[src/rtl/mem_byte_access_sequencer.sv]
// Turns one byte/halfword/word load or store into little-endian single-byte
// memory cycles on a byte-wide data memory, rejecting misaligned or out-of-range requests.
module mem_byte_access_sequencer #(
    parameter int ADDR_W    = 32,
    parameter int MEM_DEPTH = 256
) (
    input  logic              clk_in,
    input  logic              reset_in,
    input  logic              req_in,
    input  logic              we_req_in,
    input  logic [1:0]        size_in,
    input  logic [ADDR_W-1:0] addr_req_in,
    input  logic [31:0]       wdata_in,
    output logic              ready_out,
    output logic              done_out,
    output logic              err_out,
    output logic [31:0]       rdata_out,
    output logic [ADDR_W-1:0] mem_addr_out,
    output logic              mem_we_out,
    output logic [7:0]        mem_wd_out,
    input  logic [7:0]        mem_rd_in,
    output logic [1:0]        dbg_state_out
);

    typedef enum logic [1:0] {
        ST_IDLE = 2'd0,
        ST_BUSY = 2'd1,
        ST_DONE = 2'd2
    } state_t;

    localparam logic [ADDR_W:0] DEPTH_LIM = (ADDR_W + 1)'(MEM_DEPTH);

    state_t            r_state;
    state_t            w_next;
    logic [1:0]        r_k;
    logic [1:0]        r_size;
    logic              r_we;
    logic              r_err;
    logic [ADDR_W-1:0] r_base;
    logic [ADDR_W-1:0] r_last_addr;
    logic [31:0]       r_wdata;
    logic [31:0]       r_rdata;

    logic              w_accept;
    logic              w_busy;
    logic              w_req_err;
    logic [2:0]        w_req_n;
    logic [ADDR_W:0]   w_req_end;
    logic [1:0]        w_last_k;
    logic [ADDR_W-1:0] w_cur_addr;

    // Handshake: a request transfers on a posedge where req_in and ready_out are both 1;
    // ready_out is high only in IDLE out of reset, so req_in is ignored in BUSY and DONE.
    assign ready_out = reset_in & (r_state == ST_IDLE);
    assign w_accept  = req_in & ready_out;
    assign w_busy    = (r_state == ST_BUSY);

    always_comb begin
        w_req_n = 3'd4;
        case (size_in)
            2'd0:    w_req_n = 3'd1;
            2'd1:    w_req_n = 3'd2;
            default: w_req_n = 3'd4;
        endcase
    end

    // End address is computed one bit wider so a request near the top of the address space cannot wrap.
    assign w_req_end = {1'b0, addr_req_in} + (ADDR_W + 1)'(w_req_n);
    assign w_req_err = (size_in == 2'd3)
                     | ((size_in == 2'd1) & addr_req_in[0])
                     | ((size_in == 2'd2) & (addr_req_in[1:0] != 2'b00))
                     | (w_req_end > DEPTH_LIM);

    always_comb begin
        w_last_k = 2'd3;
        case (r_size)
            2'd0:    w_last_k = 2'd0;
            2'd1:    w_last_k = 2'd1;
            default: w_last_k = 2'd3;
        endcase
    end

    assign w_cur_addr = r_base + ADDR_W'(r_k);

    always_comb begin
        w_next = r_state;
        case (r_state)
            ST_IDLE: begin
                if (w_accept) begin
                    w_next = w_req_err ? ST_DONE : ST_BUSY;
                end
            end
            ST_BUSY: begin
                if (r_k == w_last_k) begin
                    w_next = ST_DONE;
                end
            end
            ST_DONE: w_next = ST_IDLE;
            default: w_next = ST_IDLE;
        endcase
    end

    always_comb begin
        mem_addr_out = r_last_addr;
        mem_we_out   = 1'b0;
        mem_wd_out   = 8'h00;
        if (w_busy) begin
            mem_addr_out = w_cur_addr;
            mem_we_out   = reset_in & r_we;
            if (r_we) begin
                mem_wd_out = r_wdata[{r_k, 3'b000} +: 8];
            end
        end
    end

    assign done_out      = reset_in & (r_state == ST_DONE);
    assign err_out       = r_err;
    assign rdata_out     = r_rdata;
    assign dbg_state_out = r_state;

    always_ff @(posedge clk_in) begin
        if (!reset_in) begin
            r_state     <= ST_IDLE;
            r_k         <= 2'd0;
            r_size      <= 2'd0;
            r_we        <= 1'b0;
            r_err       <= 1'b0;
            r_base      <= '0;
            r_last_addr <= '0;
            r_wdata     <= 32'h0;
            r_rdata     <= 32'h0;
        end else begin
            r_state <= w_next;
            if (w_accept) begin
                r_we    <= we_req_in;
                r_size  <= size_in;
                r_base  <= addr_req_in;
                r_wdata <= wdata_in;
                r_rdata <= 32'h0;
                r_err   <= w_req_err;
                r_k     <= 2'd0;
            end else if (w_busy) begin
                r_last_addr <= w_cur_addr;
                if (!r_we) begin
                    r_rdata[{r_k, 3'b000} +: 8] <= mem_rd_in;
                end
                r_k <= r_k + 2'd1;
            end
        end
    end

endmodule

[config.mk]
export PLATFORM = sky130hd
export DESIGN_NAME = mem_byte_access_sequencer
export DESIGN_NICKNAME = d
export VERILOG_FILES = /design/src/rtl/mem_byte_access_sequencer.sv
export SDC_FILE = /design/constraint.sdc
export NUM_CORES = 1
export LEC_CHECK = 0
export ABC_AREA = 1
export CORE_MARGIN = 3
export CORE_UTILIZATION = 30
export DETAILED_ROUTE_END_ITERATION = 8
export SLEW_MARGIN = 20
export SYNTH_ARGS = -nofsm -noshare
export SYNTH_HDL_FRONTEND = slang
export SYNTH_SLANG_ARGS = --single-unit
[constraint.sdc]
create_clock -name clk_in -period 9.4 [get_ports clk_in]
set_input_delay 1.41 -clock clk_in [delete_from_list [all_inputs] [get_ports clk_in]]
set_output_delay 1.41 -clock clk_in [all_outputs]
set_load 0.005 [all_outputs]
# After elaboration in Yosys (flattened, before gate mapping)
# Cells that the tools add are included.
[totals] regBits=136 wordCells=55
[classes] add_sub_neg=4 magnitude_cmp=1 n_eq_ne=9 shifts=3 n_mux=11 n_bitwise=11 reduce_logical=7
[op_table] cell="32-bit by 3-bit adder with 33-bit output" n=1
[op_table] cell="33-bit by 9-bit greater-than comparator with 1-bit output (second input constant)" n=1
[op_table] cell="32-bit by 2-bit adder with 32-bit output" n=1
[op_table] cell="32-bit bitwise mux" n=1
[op_table] cell="32-bit two-way mux" n=1
[op_table] cell="8-bit by 7-bit variable shift with 32-bit output (first input constant)" n=1
[op_table] cell="32-bit by 6-bit variable part select with 8-bit output" n=1
[op_table] cell="8-bit by 7-bit variable part select with 32-bit output" n=1
[op_table] cell="8-bit two-way mux" n=2
[op_table] cell="2-bit case mux with 2 select lines" n=2
[op_table] cell="5-bit negator with 7-bit output" n=1
[op_table] cell="1-bit AND" n=6
[op_table] cell="2-bit by 1-bit equality test with 1-bit output (second input constant)" n=3
[op_table] cell="2-bit equality test (second input constant)" n=3
[op_table] cell="2-bit zero test" n=3
[op_table] cell="2-bit two-way mux" n=3
[op_table] cell="3-bit case mux with 2 select lines" n=1
[op_table] cell="2-bit AND reduction" n=2
[op_table] cell="1-bit bitwise OR" n=3
[op_table] cell="2-bit by 1-bit adder with 2-bit output (second input constant)" n=1
[op_table] cell="2-bit equality test" n=1
[op_table] cell="2-bit by 1-bit != test with 1-bit output (second input constant)" n=1
[op_table] cell="2-bit != test (second input constant)" n=1
[op_table] cell="1-bit NOT" n=2
[op_table] cell="3 further kinds" n=3

# Logic depth before layout (Yosys ltp)
[logic_depth] depth_word=8 ltp_mapped=17

# Worst setup path before layout
# No wires, ideal clock.
[synth_timing] path_kind="flip-flop to output port" start="register r_k[1]" end="output mem_addr_out[28]" arrival_time_ns=2.695 t_required_ns=7.990 setup_slack_ns=5.295 stages_incl_launch_ff=18 path_buffers=1 path_cell_list="dfxtp_1 > clkbuf_1 > clkinv_1 > fa_1 > inv_1 > nand3_2 > nor2_2 > inv_2 > nor2_2 > nand2_2 > nor3_4 > nand2_2 > nor2_2 > nand2_1 > xor2_1 > nand2_1 > nand2_1 > inv_1"
[synth_via] elab_chain_len=2
[synth_lines] element="start, declared" line_no="35" source="logic [1:0] r_k;"
[synth_lines] element="start signal, assigned" line_no="147" source="r_k <= r_k + 2'd1;"
[synth_lines] element="32-bit by 2-bit adder with 32-bit output" line_no="83" source="assign w_cur_addr = r_base + ADDR_W'(r_k);"
[synth_lines] element="32-bit two-way mux" line_no="107" source="if (w_busy) begin"
[synth_lines] element="end, declared" line_no="18" source="output logic [ADDR_W-1:0] mem_addr_out,"
# No other way between the ends.

# Worst setup path after layout
# Same ends and word-level chain as after synthesis.

==> results.txt <==
----------------------------------------------------
[Timing]
  Unrepaired setup endpoints after global routing ... no
  Maximum clock frequency ... 183 MHz
  Final count of pins violating max slew ... 0
  Period Utilization, post-route ... 0.580
  Slew at the pin closest to its max-slew limit ... 0.949 ns
  Remaining max-slew budget at the tightest pin ... 0.368
  Setup Skew ... 0.00796 ns
  Minimum clock period after layout ... 5.45 ns
  Number of setup violations in the final report ... 0
  Final count of hold timing violations ... 0
  Worst-case setup margin in the final layout ... 3.95 ns
  Hold Slack ... 0.452 ns
  Setup TNS Final ... 0 ns

[Detailed routing]
  Met2 wire length ... 9920 um
  Highest Signal Layer ... met5
  Post-DR wirelength/cell ... approximately 14 um
  Number of search-and-repair iterations in the first detailed-routing pass ... 5
  Post-route DRC violation count ... 0
  Met3 Wirelength ... between 1000 and 1500 um
  Overall via count from detail_route ... 7449
  Final ANT Viol Nets ... 0
  Met1 wire length ... 11100 um
  Total wire length after detailed routing ... 22700 um
  Vias per Instance ... 4.72
  DRC marker count from the first detailed-route iteration ... 566

[Worst hold path]
  Worst min path class ... flip-flop to flip-flop
  Startpoint of the tightest hold check path ... r_wdata[13]
  Hold Path Depth ... 2
  WHS Endpoint ... r_wdata[13]

[Pwr]
  Power Dens Cells ... 143 nW/um^2
  Leakage component of the power ... between 4 and 5 nW
  Worst vdd rail ir drop ... approximately 0.11 mV

[Logic synthesis]
  Post-synthesis share of cell area spent on and, or, nand and nor gates ... 0.302
  Count of flip-flops with a built-in enable after synthesis ... 0
  Cell area after synthesis ... 7510 um^2
  Multiplexer area fraction after synthesis ... 0
  Largest family of logic cells by synthesized area ... simple AND/OR/NAND/NOR gates
  Leading post-synthesis cells by cell area ... dfxtp_1 (36%), nand2_1 (11%), a21oi_1 (7.5%)
  Most frequent cells after synthesis ... nand2_1 (227), dfxtp_1 (136), inv_1 (132)
  Sequential cell area fraction in the yosys report ... 0.363
  Total nets after synthesis ... 1200
  Post-synthesis sequential element count ... ~140
  Library cell with the largest summed area after synthesis ... dfxtp_1
  Yosys cell types ... 39
  Post-Synthesis Mean Instance Area ... 6.76 um^2
  Adder-cell area share of the yosys netlist ... 0.0220
  Share of the synthesized netlist area taken by xor and xnor gates ... 0.0280
  Fraction of the mapped netlist area in compound gates ... 0.189
  Share of synthesized registers carrying an async set or reset ... 0
  Most frequently used cell type in the post-synthesis netlist ... nand2_1
  Prevailing post-synth register cell ... dfxtp_1
  Fraction of synthesized cell area taken by the top area cell type ... 0.363
  Synthesized instance count ... 1110
  Count of yosys warnings during synthesis ... 0

[Clock tree]
  Library cell used as clock root buffer ... clkbuf_16
  Number of buffers added by the clock tree synthesis step ... 17
  Htree depth ... 4
  Hold buffers post-CTS ... 0
  Post-CTS sizing ... 0
  Worst-path clk slew ... 0.06 ns
  Clock Sinks ... 136
  Insertion delay to the later sink of the worst-skew pair ... 0.42 ns
  Setup Fix Bufs, Post-CTS ... 0
  Maximum root-to-sink buffer count ... 2
  Clock tree from TritonCTS ... built

[Setup path]
  Data arrival time at the worst-slack endpoint ... 4.04 ns
  Reg-to-reg startpoint ... r_k[1]
  WP data required ... between 7 and 8 ns
  Cell depth of the worst flop-to-flop path ... 16
  Register-to-Register Setup Slack ... 6.10 ns
  Maximum fanout along the worst path ... 13
  Reg2Reg Capture Point ... r_last_addr[28]
  Startpoint class of the critical path ... flip-flop
  CP Capture Type ... primary output
  Worst Setup Path Type ... flip-flop to primary output

[Placed design]
  Worst setup slack before clock tree synthesis ... 4.34 ns
  Cell Area, Placed ... 9320 um^2
  Total placed cells including tap cells ... approximately 1500
  Number of buffers added on ports ... 155
  Gp weighted congestion ... around 0.89
  HPWL reported at the end of detailed placement ... 17500 um

[Die]
  Die Footprint ... 27000 um^2
  Starting utilization of the core area ... 0.307
  Top-level port count ... 156
  Rows ... 57
  X dimension of the die ... 164 um
  Die Y-Extent ... 164 um
  Placeable Area ... 24500 um^2

[Flow run]
  Count of maximum capacitance violations ... 0

[Outcome]
  Outcome ... finished, final reports clean

[Cells and area]
  Area delta synth->final ... 32.1%
  Diodes inserted ... 0
  FILL cells ... 2556
  Final cell count without fillers ... 1579
  Final standard cell area without fillers ... 9910 um^2
  Fraction of layout cells with a size suffix above 1 ... 0.0813
  Number of nets in the finished design ... 1332

[Global route]
  Maximum number of pins on one net before global-route repair ... 111
  Total GRT Usage ... 0.169
  Vias in the first global route ... 7022
  Wire length of the first global-routing pass ... ~37000 um
  Gr ovfl total ... 0
  Number of antenna violations at the first check in global routing ... 1

----------------------------------------------------
-- kinds of logic (layout without fill, tap and decap cells) --
family                     count (synthesis)  in the layout
and+or+nand+nor                          491            491
AOI/OAI and AO/OA                        259            259
buffers and inverters                    188            333
DFF                                      136            136
xor gates and xnor gates                  24             24
adders and majority gates                 12             12
-- layout by cell type (no fill, tap or decap), types with 4 or more instances in the layout --
master and count:
nand4_1 19, o21ai_1 8, clkdlybuf4s50_1 155, nand3b_1 7, xor2_1 20, nand2_2 13
buf_4 6, o211a_1 16, nor4_1 4, inv_2 6, nand2_1 226, ha_1 10
dfxtp_1 136, clkinv_4 4, nor2_1 98, nand3_1 50, nor2_4 11, inv_1 132
o21ai_0 109, nand3_2 5, a41oi_1 5, xnor2_1 4, or2_2 15, a21oi_1 112
nor3_1 26, nor2_2 10, clkbuf_16 17
-- critical path, cell delays in order, from the launching register on --
cell and delay [ns]:
dfxtp_1 0.64, clkinv_1 0.53, fa_1 0.57, inv_1 0.12, nand3_2 0.09, nor2_2 0.12
inv_2 0.06, nor2_2 0.11, nand2_2 0.08, nor3_4 0.16, nand2_2 0.09, nor2_2 0.13
nand2_1 0.08, xor2_1 0.16, nand2_1 0.07, nand2_1 0.07, inv_1 0.05, clkdlybuf4s50_1 0.49
-- flip-flops by register name (all words and copies together), names as in the netlist --
name / count
dbg_state_out: 2
err_out: 1
r_base: 32
r_k: 2
r_last_addr: 32
r_size: 2
r_wdata: 32
r_we: 1
rdata_out: 32
-- per-layer routing --
layer,track usage,up-vias
met5,0,-
met4,0.0592,2
met3,0.0376,32
met2,0.250,168
met1,0.240,3348
li1,-,3899
-- worst max path at each step --
stage | from | end | slack, ns | cells after the start
global placement | reset_in | rdata_out[21] | 4.42 | 12
finish | r_k[1] | mem_addr_out[28] | 3.95 | 17
detailed placement | reset_in | rdata_out[19] | 4.34 | 12
CTS | r_k[1] | mem_addr_out[28] | 3.89 | 17
global route | r_k[1] | mem_addr_out[22] | 3.55 | 15
floorplan | r_k[1] | mem_addr_out[28] | 5.29 | 17
-- cell type report --
| cell class | instances | area, um^2 | area share |
|---|---|---|---|
| well taps | 324 | 405 | 0.0409 |
| flip-flops and latches | 136 | 2720 | 0.275 |
| inverters | 140 | 526 | 0.0530 |
| repair buffers | 161 | 1600 | 0.161 |
| clock buffers | 18 | 429 | 0.0433 |
| multi-input cells | 786 | 4070 | 0.410 |
| clock inverters | 14 | 166 | 0.0168 |
-- power breakdown --
part	switching, W	total [W]	leakage [nW]	internal (W)
clock	0.000268	0.000666	0.282	0.000398
combinational	0.0000851	0.000144	2.69	0.0000589
sequential	0.0000113	0.000606	1.11	0.000595
-- metrics by stage --
stage / utilization / power (W)
after floorplan: - / 0.000694
after global placement: 0.381 / 0.000761
after detailed placement: 0.381 / 0.000762
after CTS: 0.405 / 0.00143
after global routing: 0.405 / 0.00148
final: 0.405 / 0.00142
No activity file was read; power rests on OpenSTA's default activity.
